[config.mk]
export PLATFORM = sky130hd
export DESIGN_NAME = register_file_sb
export DESIGN_NICKNAME = d
export VERILOG_FILES = /design/src/rtl/register_file_sb.sv
export SDC_FILE = /design/constraint.sdc
export NUM_CORES = 1
export LEC_CHECK = 0
export CORE_MARGIN = 4
export CORE_UTILIZATION = 30
export DETAILED_ROUTE_END_ITERATION = 16
export PLACE_DENSITY = 0.44
export SETUP_SLACK_MARGIN = 0.05
export SLEW_MARGIN = 20
export SYNTH_ARGS = -nofsm -noshare
export SYNTH_HDL_FRONTEND = slang
export SYNTH_SLANG_ARGS = --single-unit
[constraint.sdc]
create_clock -name clk -period 3.6 [get_ports clk]
set_clock_uncertainty 0.05 [all_clocks]
set_input_delay 0.54 -clock clk [delete_from_list [all_inputs] [get_ports clk]]
set_output_delay 0.54 -clock clk [all_outputs]
set_load 0.01 [all_outputs]
[src/rtl/register_file_sb.sv]
// Parametrised register file with per-register busy scoreboard for decode-stage
// RAW/WAW hazard detection, optional hardwired zero register and write bypass.

module register_file_sb_cell #(
  parameter int WIDTH = 16
) (
  input  logic             clk,
  input  logic             rst,
  input  logic             we,
  input  logic             claim,
  input  logic             clr,
  input  logic [WIDTH-1:0] wd,
  output logic [WIDTH-1:0] q,
  output logic             busy
);
  always_ff @(posedge clk or negedge rst) begin
    if (!rst) begin
      q    <= '0;
      busy <= 1'b0;
    end else begin
      if (we) q <= wd;
      // A new producer claiming the register outranks the retiring writer
      if (claim)    busy <= 1'b1;
      else if (clr) busy <= 1'b0;
    end
  end
endmodule

module register_file_sb #(
  parameter int WIDTH    = 16,
  parameter int ADDR_W   = 3,
  parameter int ZERO_REG = 0,
  parameter int BYPASS   = 1
) (
  input  logic              clk,
  input  logic              rst,
  input  logic              write,
  input  logic [ADDR_W-1:0] wreg,
  input  logic [WIDTH-1:0]  wd,
  input  logic [ADDR_W-1:0] rreg1,
  input  logic [ADDR_W-1:0] rreg2,
  output logic [WIDTH-1:0]  rd1,
  output logic [WIDTH-1:0]  rd2,
  input  logic              issue,
  input  logic [ADDR_W-1:0] ireg,
  output logic              stall,
  output logic              busy1,
  output logic              busy2,
  output logic [ADDR_W:0]   pend_cnt
);
  localparam int DEPTH = 2**ADDR_W;

  logic [DEPTH-1:0][WIDTH-1:0] regs;
  logic [DEPTH-1:0]            busy;
  logic [DEPTH-1:0]            we_v, claim_v, clr_v;
  logic                        wbusy, acc, set_eff, clr_eff;

  function automatic logic is_zero(input logic [ADDR_W-1:0] a);
    return (ZERO_REG != 0) && (a == '0);
  endfunction

  function automatic logic fwd_hit(input logic w, input logic [ADDR_W-1:0] wa,
                                   input logic [ADDR_W-1:0] a);
    return (BYPASS != 0) && w && (wa == a);
  endfunction

  always_comb begin
    rd1 = regs[rreg1];
    rd2 = regs[rreg2];
    if (is_zero(rreg1))                   rd1 = '0;
    else if (fwd_hit(write, wreg, rreg1)) rd1 = wd;
    if (is_zero(rreg2))                   rd2 = '0;
    else if (fwd_hit(write, wreg, rreg2)) rd2 = wd;
  end

  // Effective busy: a same-cycle forwarded write already satisfies the hazard
  always_comb begin
    busy1 = busy[rreg1] & ~is_zero(rreg1) & ~fwd_hit(write, wreg, rreg1);
    busy2 = busy[rreg2] & ~is_zero(rreg2) & ~fwd_hit(write, wreg, rreg2);
    wbusy = busy[ireg]  & ~is_zero(ireg)  & ~fwd_hit(write, wreg, ireg);
    stall = issue & (busy1 | busy2 | wbusy);
    acc   = issue & ~stall;
  end

  genvar i;
  generate
    for (i = 0; i < DEPTH; i++) begin : g_reg
      always_comb begin
        we_v[i]    = write & (wreg == ADDR_W'(i)) & ~is_zero(ADDR_W'(i));
        claim_v[i] = acc & (ireg == ADDR_W'(i)) & ~is_zero(ADDR_W'(i));
        clr_v[i]   = write & (wreg == ADDR_W'(i));
      end
      register_file_sb_cell #(.WIDTH(WIDTH)) u_cell (
        .clk   (clk),
        .rst   (rst),
        .we    (we_v[i]),
        .claim (claim_v[i]),
        .clr   (clr_v[i]),
        .wd    (wd),
        .q     (regs[i]),
        .busy  (busy[i])
      );
    end
  endgenerate

  // Count tracks popcount(busy) with only bit transitions contributing
  always_comb begin
    set_eff = acc & ~is_zero(ireg) & ~busy[ireg];
    clr_eff = write & busy[wreg] & ~(acc & (ireg == wreg));
  end

  always_ff @(posedge clk or negedge rst) begin
    if (!rst) pend_cnt <= '0;
    else begin
      case ({set_eff, clr_eff})
        2'b10:   pend_cnt <= pend_cnt + 1'b1;
        2'b01:   pend_cnt <= pend_cnt - 1'b1;
        default: pend_cnt <= pend_cnt;
      endcase
    end
  end
endmodule

==> flow_results.org, run 1 <==
** Power
- Power density normalized to cell area :: ~600 nW/µm²
- VDD sags by at most 0.273 mV.
- In this run the static leakage power is between 4 and 5 nW.

** Die
- The initial utilization of the core area, before any placement, comes to around 30%.
- In this run the core area contains around 60 standard-cell rows.
- Core ar. :: roughly 26000 µm²
- Number of top-level pins :: 71
- Die H :: between 150 and 200 µm
- The die is 172 µm wide.
- Full die area :: 29500 µm²

** Place
- Cell total after placement :: 969
- At the end of routability-driven placement, the weighted congestion stood at 0.761.
- Count of input and output buffers :: 70
- DP HPWL :: 14.1 mm
- At the placement stage, the worst setup path has a slack of -0.322 ns.

** Clock network
- Buffers inserted to repair hold after CTS numbered 0.
- The H-tree was split into 4 levels.
- Clk sinks :: 140
- The later pin in the worst-skew pair is clocked with a latency of about 0.4 ns.
- In this run the deepest clock path goes through 2 buffers.
- Number of CTS-inserted buffers :: 17
- Clock tree synthesis selected as its root buffer the cell clkbuf_16.
- After clock tree synthesis, the clock-pin slew on the worst setup and hold paths is ~0.06 ns.
- TritonCTS clock tree :: done

** Routing
- The detail route stage leaves a number of antenna-violating nets equal to 0.
- Dividing the detail-routed wire length by the instance count gives approximately 22 µm.
- After detailed routing, the number of vias per cell comes to between 5 and 6.
- For this block, the routed nets add up to roughly 23 mm of wire.
- After the first detailed-routing iteration, the DRC count stood at 200.
- Drt pass-1 iters :: 4
- For this run, design rule violations remaining after detail routing come to 0.
- Total via count after detailed routing :: roughly 5200

** Logic synthesis
- Synthesized area per cell :: ~14 µm²
- Mapped Cells :: 579
- Cell types occupying the most area after synthesis :: dfrtp_1 (44%), mux4_2 (19%), mux2_2 (19%), mux2i_1 (4.4%), a21oi_1 (2.1%)
- Of all cell types, the one taking the most synthesized area is dfrtp_1.
- Yosys printed 0 warnings.
- Most common flop cell mapped by yosys :: dfrtp_1
- In this run, synthesis inferred 0 flip-flops with an integrated enable.
- Nets in the synthesized netlist :: 615
- Top cells by count, synth :: dfrtp_1 (140), mux2_2 (133), mux4_2 (69)
- By instance count, the leading cell after synthesis is dfrtp_1.
- Share of synthesized registers carrying an async set or reset :: 100%
- Counting flops and latches in the post-synthesis netlist gives 140.
- Area share of the leading cell type in the synthesized netlist :: between 40% and 50%
- The mapped netlist covers between 8000 and 9000 µm².
- Sequential cells were found to cover a little over two fifths of the synthesized design area.
- Library cells used by synthesis :: between 40 and 50

** Global routing
- The global routing stage identified its most utilized layer as met2.
- The number of global-route vias before repair was between 5000 and 6000.
- In the global route stage, met2 resource usage came out at a little over a quarter.
- GRT Total Usage :: between 10% and 20%
- The first global-routing pass estimated 34.9 mm of wire.
- The initial antenna violation count was 0.
- GRT overflow :: 0
- Entering global routing, the biggest net connects 93 pins.
- Met1 track demand over resource in global routing :: roughly a fifth
- Global routing usage on met3 :: 3.56%

** Critical path
- Bufs and invs on worst path :: 3
- Worst endpoint data arrival time :: around 2.8 ns
- Across all register-to-register paths, the minimum setup slack is between 0.4 and 0.5 ns.
- The worst setup path is of the input pin to output pin kind.
- The startpoint identified for the worst register-to-register timing path is g_reg[3].u_cell.busy.
- For the worst setup path, the data required time is 3.01 ns.
- The most critical setup path has its startpoint at ireg[1].
- Largest stage delay on the critical path :: 0.49 ns
- Cells traversed along the worst timing path :: dlygate4sd2_1, mux2_2, mux4_2, a32oi_2, nand2b_2, buf_4, and2_1, clkdlybuf4s50_1
- Largest fanout of any net on the critical path :: 6
- Endpoint of the most critical register-to-register path :: pend_cnt[3]
- Family of cells with the greatest summed delay on the critical path :: buffers and inverters
- STA classifies the critical path startpoint as an input pin.
- Slowest CP cell :: mux4_2
- The worst register-to-register path has a depth of 12.
- End of the critical path :: stall
- Critical path endpoint category :: output pin
- Number of stages on the worst setup path :: 8

** Hold path
- The tightest min-delay check is of the input pin to async pin type.

** Flow run
- Max-cap violations in this run came to 0.

** Timing
- Setup Viol. Count Final :: 0
- Setup slack of the critical path after layout :: roughly 0.21 ns
- At the pin with the least slew margin, the transition time is roughly 0.59 ns.
- Time the final worst path needs with I/O delays and setup :: 3.39 ns
- Share of the cycle needed by the critical path after routing :: 94.2%
- The final number of max-transition violations was 0.
- Headroom to the max-slew limit came out at just over 60%.
- RSZ-0062 raised after global routing :: no
- The number of endpoints with negative hold slack in the final report was 0.
- Based on the critical path, the design can be clocked at up to 0.295 GHz.

** Final layout
- After the last flow step, the layout net total stands at approximately 690.
- Post-route insts no fill :: 1001
- P&R area growth vs syn :: 22.1%
- In the final layout, the share of cells above drive strength 1 is approximately 43%.
- 0 antenna diodes ended up in the layout.

** Run status
- Result of the run :: finished clean
stage by stage:
| stage | hold WS [ns] | setup TNS (ns) | util, % | area (µm²) | power [mW] |
|---|---|---|---|---|---|
| CTS | 0.00955 | 0 | 37.5 | 9830 | 5.88 |
| global placement | 0.411 | -0.437 | 35.1 | 9210 | 3.95 |
| global route | 0.0343 | 0 | 37.5 | 9830 | 6.14 |
| finish | 0.00933 | 0 | 37.5 | 9830 | 5.80 |
| detailed placement | 0.411 | -0.667 | 35.1 | 9210 | 4.01 |
| floorplan | 0.194 | 0 | - | 8050 | 3.30 |
how the worst min path moves through the flow:
stage | depth (start not counted) | from | end
2_1_floorplan | 0 | rst | g_reg[0].u_cell.busy
3_3_place_gp | 1 | pend_cnt[3] | pend_cnt[3]
3_5_place_dp | 1 | pend_cnt[3] | pend_cnt[3]
4_1_cts | 1 | rst | pend_cnt[1]
5_1_grt | 1 | rst | pend_cnt[1]
6_report | 1 | rst | pend_cnt[1]
layout by cell type, fill, tap and decap left out, types with 4 or more instances in the layout:
| master | synthesis | layout |
|---|---|---|
| dfrtp_1 | 140 | 140 |
| nand4_1 | 4 | 4 |
| buf_2 | 16 | 4 |
| nor2_1 | 36 | 36 |
| nand2_1 | 10 | 10 |
| buf_4 | 14 | 39 |
| xnor2_1 | 11 | 11 |
| mux4_2 | 69 | 69 |
| inv_1 | 8 | 8 |
| nand2b_1 | 4 | 4 |
| mux2_2 | 133 | 133 |
| a21oi_1 | 33 | 33 |
| mux2i_1 | 35 | 35 |
| clkbuf_16 | 0 | 17 |
| nand3_1 | 4 | 4 |
| clkdlybuf4s50_1 | 0 | 64 |
per-layer routing:
metal | up-vias | part of all wire (%)
li1 | 2332 | -
met1 | 2768 | 46
met2 | 89 | 50
met3 | 4 | 3.3
met4 | 0 | 0.31
met5 | - | 0
timing repair:
| action | 4_1_cts | 5_1_grt |
|---|---|---|
| resized for setup | 1 | 0 |
| buffers inserted | 0 | 0 |
| endpoints found under the setup margin | 1 | 0 |
registers in the layout, summed over array words and instances, names as in the netlist:
register / count
pend_cnt: 4
g.u_cell.busy: 8
g.u_cell.q: 128
report_power, final:
| part | total (mW) | internal (mW) | switching [mW] |
|---|---|---|---|
| logic | 1.72 | 1.07 | 0.655 |
| registers | 2.23 | 1.95 | 0.286 |
| clock network | 1.84 | 1.13 | 0.710 |
kinds of logic after synthesis:
logic type | Yosys count | synth area share, %
adders and majority gates | 4 | 0.715
DFF | 140 | 43.5
muxes | 237 | 42.3
and+or+nand+nor | 71 | 4.29
AOI/OAI and AO/OA | 49 | 3.78
xor gates and xnor gates | 13 | 1.41
buffers and inverters | 65 | 4.03
layout make-up:
| type | count | area (µm²) |
|---|---|---|
| Inverter | 8 | 30.0 |
| Timing Repair Buffer | 112 | 1030 |
| Tap cell | 335 | 419 |
| Clock inverter | 13 | 164 |
| Sequential cell | 140 | 3500 |
| Clock buffer | 19 | 453 |
| Multi-Input combinational cell | 374 | 4220 |
| Fill cell | 2471 | 16400 |
worst reg2reg max path, delay by kind of cell, from the launching register on:
| kind | cells | cell delay (ns) |
|---|---|---|
| multiplexers | 2 | 0.77 |
| adder cells (fa/ha/maj) | 2 | 0.47 |
| XOR/XNOR | 2 | 0.27 |
| flip-flops | 1 | 0.45 |
| AO/OA/AOI/OAI | 4 | 0.83 |
| AND/OR/NAND/NOR | 2 | 0.14 |
(Power assumes the default switching activity.)
==> inputs of run 2 (changes only) <==
==> constraint.sdc (replaced) <==
create_clock -name clk -period 3.74 [get_ports clk]
set_clock_uncertainty 0.05 [all_clocks]
set_input_delay 0.561 -clock clk [delete_from_list [all_inputs] [get_ports clk]]
set_output_delay 0.561 -clock clk [all_outputs]
set_load 0.1 [all_outputs]
==> run 2 against run 1 <==
Net effect: worst hold slack better by 0.15 ns; critical path depth is 4 higher; power is 19% higher; clock power hardly changed; sequential power is 4% lower; combinational power is 67% higher; routed wire length is 2.0% lower; critical path type is now input pin to flip-flop; critical endpoint is now pend_cnt[3]; highest routed layer unchanged.
==> flow_results.org, run 2 (synthesis results as in run 1) <==
** Run status
- The flow ran to the end, and the final reports show no timing, DRC or antenna violations.

** Global routing
- The pin count of the biggest net entering global routing is 84 (-9.7%).
- Via count of the first global-routing pass :: 5854 (+5.1%)
- GRT Total Usage :: 15.7% (-0.085 points)
- The initial antenna violation count is 0 (unchanged).
- Global-route wire length before repair :: 35.0 mm (+0.38%)
- The global route total overflow came to 0 (unchanged).

** Routing
- The routed wirelength normalized by instance count is 22.2 µm (-1.1%).
- The DRC violation count after routing is 0 (unchanged).
- Drt pass-1 iters :: 6 (+2)
- Final ANT Viol Nets :: 0 (unchanged)
- The routed via count divided by cell count is 5.23 (+0.85%).
- Total via count after detailed routing :: 5190 (-0.058%)
- The detailed-route wire length is 22.1 mm (-2.0%).
- The starting DRC count in detailed routing came to 336 (+68%).

** Clock network
- Clock tree synthesis selected as its root buffer the cell clkbuf_16.
- The total number of clock tree sinks came to 140 (unchanged).
- The maximum root-to-sink buffer count was 2 (unchanged).
- TritonCTS clock tree :: done
- The register clock-pin slew on the reported worst setup and hold paths came to 0.06 ns (about the same).
- The total clock buffers created by CTS is 17 (unchanged).
- Worst-Skew Late Latency :: 0.42 ns (about the same)
- The H-tree depth reported by CTS came to 4 (unchanged).
- The number of buffers added to fix hold violations after cts came to 0 (unchanged).

** Critical path
- Largest fanout of any net on the critical path :: 5 (-1)
- The register-to-register setup slack was 0.60 ns (+0.12 ns).
- Largest stage delay on the critical path :: 0.57 ns (+0.08 ns)
- Tracing the worst setup path back leads to its startpoint at rreg2[2].
- Endpoint of the most critical register-to-register path :: pend_cnt[3]
- The number of cells on the critical path came to 12 (+4).
- The largest individual stage delay along the critical path comes from the cell clkdlybuf4s50_1.
- Crit path required time :: 3.99 ns (+0.98 ns)
- The worst register-to-register path begins at g_reg[7].u_cell.busy.
- Critical path endpoint category :: flip-flop
- The critical path buffer and inverter count was 1 (-2).
- Cells traversed along the worst timing path :: clkdlybuf4s50_1, xnor2_1, nand4_1, and3_4, or4_1, ha_1, ha_1, a21o_1, a21oi_1, xnor2_1, nor2_1, xor2_1
- Family of cells with the greatest summed delay on the critical path :: simple AND/OR/NAND/NOR gates
- The worst endpoint data arrival time is 3.49 ns (+0.69 ns).
- Depth of the worst register-to-register path :: 12 (unchanged)
- STA classifies the critical path startpoint as an input pin.
- The critical path is of the input pin to flip-flop type.

** Final layout
- The layout net count is 680 (-1.3%).
- Fraction of layout instances using a drive strength above 1 :: 47.9% (+4.9 points)
- The cell area after layout is 10100 µm² (+3.3%).
- In the layout the commonest cells are dfrtp_1 (140), mux2_2 (133), mux4_2 (69), buf_12 (37), nor2_1 (36).
- The register with the most flip-flops in the final layout is g.u_cell.q.
- Commonest non-fill, non-tap cell in the layout :: dfrtp_1
- The post-route core utilization came to 38.7% (+1.2 points).
- Largest regs :: g.u_cell.q (128), g.u_cell.busy (8), pend_cnt (4)
- P&R area growth vs syn :: 26.1%
- Flip-flop count of the largest register after layout :: 128 (unchanged)
- Post-route insts no fill :: 992 (-0.90%)
- The antenna cell count is 0 (unchanged).

** Timing
- The routed design could run at a clock period as short as 3.23 ns.
- Derived from the worst setup path, the maximum achievable clock frequency is 0.310 GHz.
- The number of endpoints with negative hold slack in the final report is 0 (unchanged).
- RSZ-0062 raised after global routing :: no
- Share of the cycle needed by the critical path after routing :: ~86%
- Setup slack of the critical path after layout :: 0.509 ns (+0.301 ns)
- Setup Viol. Count Final :: 0 (unchanged)
- The worst slew margin relative to its limit is 35.0% (-25 points).
- The worst hold slack came to 0.164 ns (+0.155 ns).
- The transition time at the pin with the least slew margin came to 0.972 ns (+0.379 ns).
- The final number of max-transition violations came to 0 (unchanged).
- Setup TNS Final :: 0 ns (unchanged)

** Place
- The count of buffers from port buffering was 70 (unchanged).
- Pre-CTS worst setup slack :: -0.231 ns (+0.0913 ns)
- Routability-driven placement congestion ratio :: 0.811 (+6.6%)
- The instance area after placement is 9490 µm² (+3.0%).
- Cell total after placement :: 960 (-0.93%)
- The detailed-placement wirelength estimate is 13.9 mm (-1.2%).

** Hold path
- Class of the most critical hold timing path :: input pin to async pin

** Power
- The total power per unit cell area came to 680 nW/µm² (+15%).
- Overall Power :: 6.90 mW (+19%)
- The peak ir drop on the vdd network is 0.349 mV (+28%).
- Pleak :: 4.18 nW (+4.1%)

** Die
- The count of pins on the block boundary came to 71 (unchanged).
- The starting density of the core was 30.7% (unchanged).
- The number of core rows was 59 (unchanged).
- The die footprint is 29500 µm² (unchanged).
- Die X :: 172 µm (unchanged)
- The standard cell core area was 26200 µm² (unchanged).
- Die H :: 172 µm (unchanged)

** Flow run
- Max-capacitance violation count :: 0 (unchanged)
[run 2: cell count changes in the layout (fill, tap and decap cells not counted), sizes merged]
cell,delta
dlymetal6s2s,+1
inv,-1
dlygate4sd2,-1
bufinv,+2
clkdlybuf4s50,-35
clkinv,-1
buf,+26
[run 2: worst reg2reg max path: stages (launching register included)]
cell and delay [ns]:
dfrtp_1 0.43, mux2_2 0.28, mux4_2 0.49, a32oi_2 0.20, nand2b_2 0.08, o311a_1 0.30, ha_1 0.21, ha_1 0.29
a21o_1 0.18, a21oi_1 0.17, xnor2_1 0.14, nor2_1 0.07, xor2_1 0.14
[run 2: how the worst max path moves through the flow]
| stage | end |
|---|---|
| finish | pend_cnt[3] |
| CTS | pend_cnt[3] |
| floorplan | rd2[1] |
| global route | pend_cnt[3] |
| detailed placement | pend_cnt[3] |
| global placement | pend_cnt[3] |
[run 2: metal layers]
metal	global-route usage, %	vias to the layer above	share of wire (%)
met4	2.67	0	0.51
met1	20.5	2774	45
met3	3.06	7	3.2
met5	0	-	0
li1	-	2320	-
met2	27.8	89	52
[run 2: repair_timing]
action,CTS,global route
gates resized for setup,0,1
endpoints found under the setup margin,0,1
buffers inserted,0,0
[run 2: final cells by class]
| class | count | area (µm²) |
|---|---|---|
| flip-flops and latches | 140 | 3500 |
| clock inverters | 13 | 214 |
| inverters | 8 | 30.0 |
| fillers | 2446 | 16100 |
| multi-input cells | 374 | 4230 |
| well taps | 335 | 419 |
| repair buffers | 103 | 1310 |
| clock buffers | 19 | 443 |
[run 2: report_power, final]
group / total, mW / switching, mW / internal, mW
combinational: 2.88 / 1.64 / 1.25
sequential: 2.15 / 0.269 / 1.88
clock: 1.87 / 0.666 / 1.21
==> inputs of run 3 (changes only) <==
--- a/config.mk
+++ b/config.mk
@@ -5,10 +5,13 @@
 export SDC_FILE = /design/constraint.sdc
 export NUM_CORES = 1
 export LEC_CHECK = 0
+export CELL_PAD_IN_SITES_DETAIL_PLACEMENT = 1
+export CELL_PAD_IN_SITES_GLOBAL_PLACEMENT = 1
 export CORE_MARGIN = 4
 export CORE_UTILIZATION = 30
 export DETAILED_ROUTE_END_ITERATION = 16
-export PLACE_DENSITY = 0.44
+export GPL_TIMING_DRIVEN = 0
+export PLACE_DENSITY = 0.53
 export SETUP_SLACK_MARGIN = 0.05
 export SLEW_MARGIN = 20
 export SYNTH_ARGS = -nofsm -noshare
==> constraint.sdc (replaced) <==
create_clock -name clk -period 2.84 [get_ports clk]
set_clock_uncertainty 0.05 [all_clocks]
set_input_delay 0.426 -clock clk [delete_from_list [all_inputs] [get_ports clk]]
set_output_delay 0.426 -clock clk [all_outputs]
set_load 0.1 [all_outputs]
==> run 3 against run 2 <==
Net effect: the flow now finishes with violations (negative setup slack); sequential cell count is the same; combinational power rose by 35%; register-to-register slack got worse by 0.83 ns; critical path depth is 1 lower; via count rose by 6.6%; core utilization rose by 0.73 points; critical path type is now flip-flop to flip-flop; critical endpoint unchanged.
==> flow_results.org, run 3 (synthesis results as in run 1) <==
** Timing
- The worst hold slack was 0.196 ns (+0.0318 ns).
- Setup slack of the critical path after layout :: -0.231 ns (-0.740 ns)
- The transition time at the pin with the least slew margin came to 1.06 ns (+0.0847 ns).
- Tightest slew margin relative to the limit :: 29.3% (-5.8 points)
- Setup repair after global routing could not meet its margin everywhere.
- The number of endpoints with negative hold slack in the final report came to 0 (unchanged).
- The total negative slack is -0.348 ns (-0.348 ns).
- For the finished layout, the period the worst path requires is ~3.1 ns.
- Share of the cycle needed by the critical path after routing :: 108%
- Based on the critical path, the design can be clocked at up to between 0.3 and 0.4 GHz.
- Total count of max-transition violations in the final report :: 0 (unchanged)
- The count of final setup violators is 3 (+3).

** Run status
- The run finished, with violations left.
- The final reports fail on negative setup slack.

** Routing
- The via count of the routed design was 5532 (+6.6%).
- Vias per cell :: 5.39 (+3.1%)
- The routed wirelength normalized by instance count is 25.6 µm (+15%).
- Post-Route WL :: 26.2 mm (+19%)
- The starting DRC count in detailed routing is 365 (+8.6%).
- The count of antenna-violating nets left after detailed routing is 0 (unchanged).
- Drt drc :: 0 (unchanged)
- The total iterations of the first detailed-routing run came to 4 (-2).

** Critical path
- The required time of the critical path was 3.11 ns (-0.88 ns).
- Critical path endpoint category :: flip-flop
- The startpoint identified for the worst register-to-register timing path is g_reg[5].u_cell.busy.
- CP startpoint kind :: flip-flop
- The register-to-register setup slack is -0.23 ns (-0.83 ns).
- The worst setup path is of the flip-flop to flip-flop kind.
- The highest net fanout along the worst path is 4 (-1).
- The depth of the worst register-to-register path came to 11 (-1).
- Endpoint of the most critical register-to-register path :: pend_cnt[3]
- Worst endpoint data arrival time :: 3.34 ns (-0.15 ns)

** Clock network
- The tree is rooted in a clkbuf_16.
- TritonCTS clock tree :: done
- The maximum root-to-sink buffer count was 2 (unchanged).
- Worst-Skew Late Latency :: 0.43 ns (about the same)
- The register clock-pin slew on the reported worst setup and hold paths is 0.07 ns (about the same).
- # H-tree levels :: 4 (unchanged)
- The total number of clock tree sinks came to 140 (unchanged).
- The total clock buffers created by CTS came to 17 (unchanged).

** Final layout
- The top cell types in the final layout, fill and taps aside, are dfrtp_1 (138), mux2_2 (132), mux4_2 (69), buf_4 (60), nor2_1 (35).
- Leaving out fill and tap cells, the most frequent cell in the layout is dfrtp_1.
- The number of flip-flops under the largest register name was 128 (unchanged).
- Register with the most flip-flops :: g.u_cell.q
- P&R area growth vs syn :: 28.5%
- The proportion of layout cells with a drive suffix above 1 is 58.6% (+11 points).
- The number of filler cells placed in the layout came to 2674 (+9.3%).
- # nets final :: 714 (+5.0%)
- The largest registers in the layout are g.u_cell.q (128), g.u_cell.busy (8), pend_cnt (4).
- Antenna Diode Count :: 0 (unchanged)

** Global routing
- Via count of the first global-routing pass :: 6159 (+5.2%)
- The pin count of the biggest net entering global routing is 72 (-14%).
- GRT Total Usage :: 18.3% (+2.5 points)
- The global route total overflow is 0 (unchanged).
- Initial antenna violation count :: 0 (unchanged)
- Global-route wire length before repair :: 39.2 mm (+12%)

** Place
- Count of input and output buffers :: 46 (-34%)
- DP HPWL :: 16.9 mm (+22%)
- The final weighted congestion in routability-driven placement came to 0.749 (-7.6%).

** Flow run
- The count of max-cap constraint violations is 0 (unchanged).

** Die
- The horizontal extent of the die was 172 µm (unchanged).
- The die footprint is 29500 µm² (unchanged).
- Number of top-level pins :: 71 (unchanged)
- The height of the die came to 172 µm (unchanged).
- The starting density of the core is 30.7% (unchanged).
- Core ar. :: 26200 µm² (unchanged)
- Number of rows in the core area :: 59 (unchanged)

** Hold path
- The startpoint identified for the worst hold timing path is ireg[1].
- Terminating pin of the worst hold path :: g_reg[4].u_cell.busy
- Class of the most critical hold timing path :: input pin to flip-flop
- The worst hold path was traced through 2 stages.

** Power
- The peak ir drop on the vdd network came to 0.444 mV (+27%).
- The total power per unit cell area is 866 nW/µm² (+27%).
- The standby leakage power came to 4.28 nW (+2.3%).
run 3: changes by cell type in the layout (fill, tap and decap cells not counted), moves of 9 or more:
cell	change
buf_12	-33
a21oi_1	-31
buf_4	+29
clkdlybuf4s50_1	-24
buf_6	+23
a21oi_4	+17
a21oi_2	+14
clkbuf_4	+9
run 3: per-stage QoR:
| step | utilization (%) | power (mW) | instance area, µm² | cells | worst slack, ns |
|---|---|---|---|---|---|
| finish | 39.5 | 8.96 | 10300 | 1026 | -0.231 |
| global route | 39.5 | 9.36 | 10300 | 1026 | -0.336 |
| CTS | 38.9 | 8.91 | 10200 | 1021 | -0.266 |
| detailed placement | 35.3 | 6.47 | 9260 | 962 | -1.73 |
| global placement | 35.1 | 6.34 | 9190 | 960 | -4.63 |
| floorplan | - | 5.59 | 8310 | 579 | -0.394 |
run 3: power by group:
group | switching (mW) | internal (mW)
Combinational | 2.29 | 1.59
Sequential | 0.365 | 2.47
Clock | 0.920 | 1.32
Total | 3.57 | 5.38
run 3: worst max-delay path by stage:
stage | start | depth (start not counted) | slack, ns | end
2_1_floorplan | rreg1[0] | 5 | -0.39 | rd1[6]
3_3_place_gp | rst | 1 | -4.63 | g_reg[2].u_cell.q[9]
3_5_place_dp | rreg2[2] | 8 | -1.73 | rd2[5]
4_1_cts | g_reg[5].u_cell.busy | 12 | -0.27 | pend_cnt[3]
5_1_grt | g_reg[5].u_cell.busy | 12 | -0.34 | pend_cnt[3]
6_report | g_reg[5].u_cell.busy | 11 | -0.23 | pend_cnt[3]
run 3: layout make-up:
cell class | instances | area (µm²) | area share, %
multi-input cells | 374 | 4560 | 44.1
clock buffers | 19 | 443 | 4.28
clock inverters | 13 | 141 | 1.37
well taps | 335 | 419 | 4.05
repair buffers | 80 | 798 | 7.72
plain buffers | 57 | 440 | 4.26
flip-flops and latches | 140 | 3510 | 33.9
inverters | 8 | 32.5 | 0.315
run 3: worst max-delay path, cell delays in order (launching register included):
cell	delay, ns
dfrtp_1	0.42
mux2_4	0.28
mux4_2	0.51
buf_6	0.14
or4_4	0.52
ha_4	0.19
ha_4	0.20
a21o_1	0.16
a21oi_2	0.15
xnor2_1	0.13
nor2_1	0.07
xor2_1	0.14
run 3: layer usage:
metal | global-route usage (%) | routed length [µm] | vias up
li1 | - | - | 2380
met1 | 24.4 | 11600 | 3005
met2 | 31.1 | 13100 | 122
met3 | 3.31 | 1150 | 25
met4 | 4.34 | 322 | 0
met5 | 0 | 0 | -
run 3: repair_timing:
| action | CTS | global route |
|---|---|---|
| gates resized for setup | 280 | 33 |
| buffers inserted | 26 | 6 |
| setup endpoints to repair | 41 | 32 |
| hold endpoints to repair | 70 | 0 |
| hold buffers | 1 | 0 |
| pin swaps | 12 | 12 |
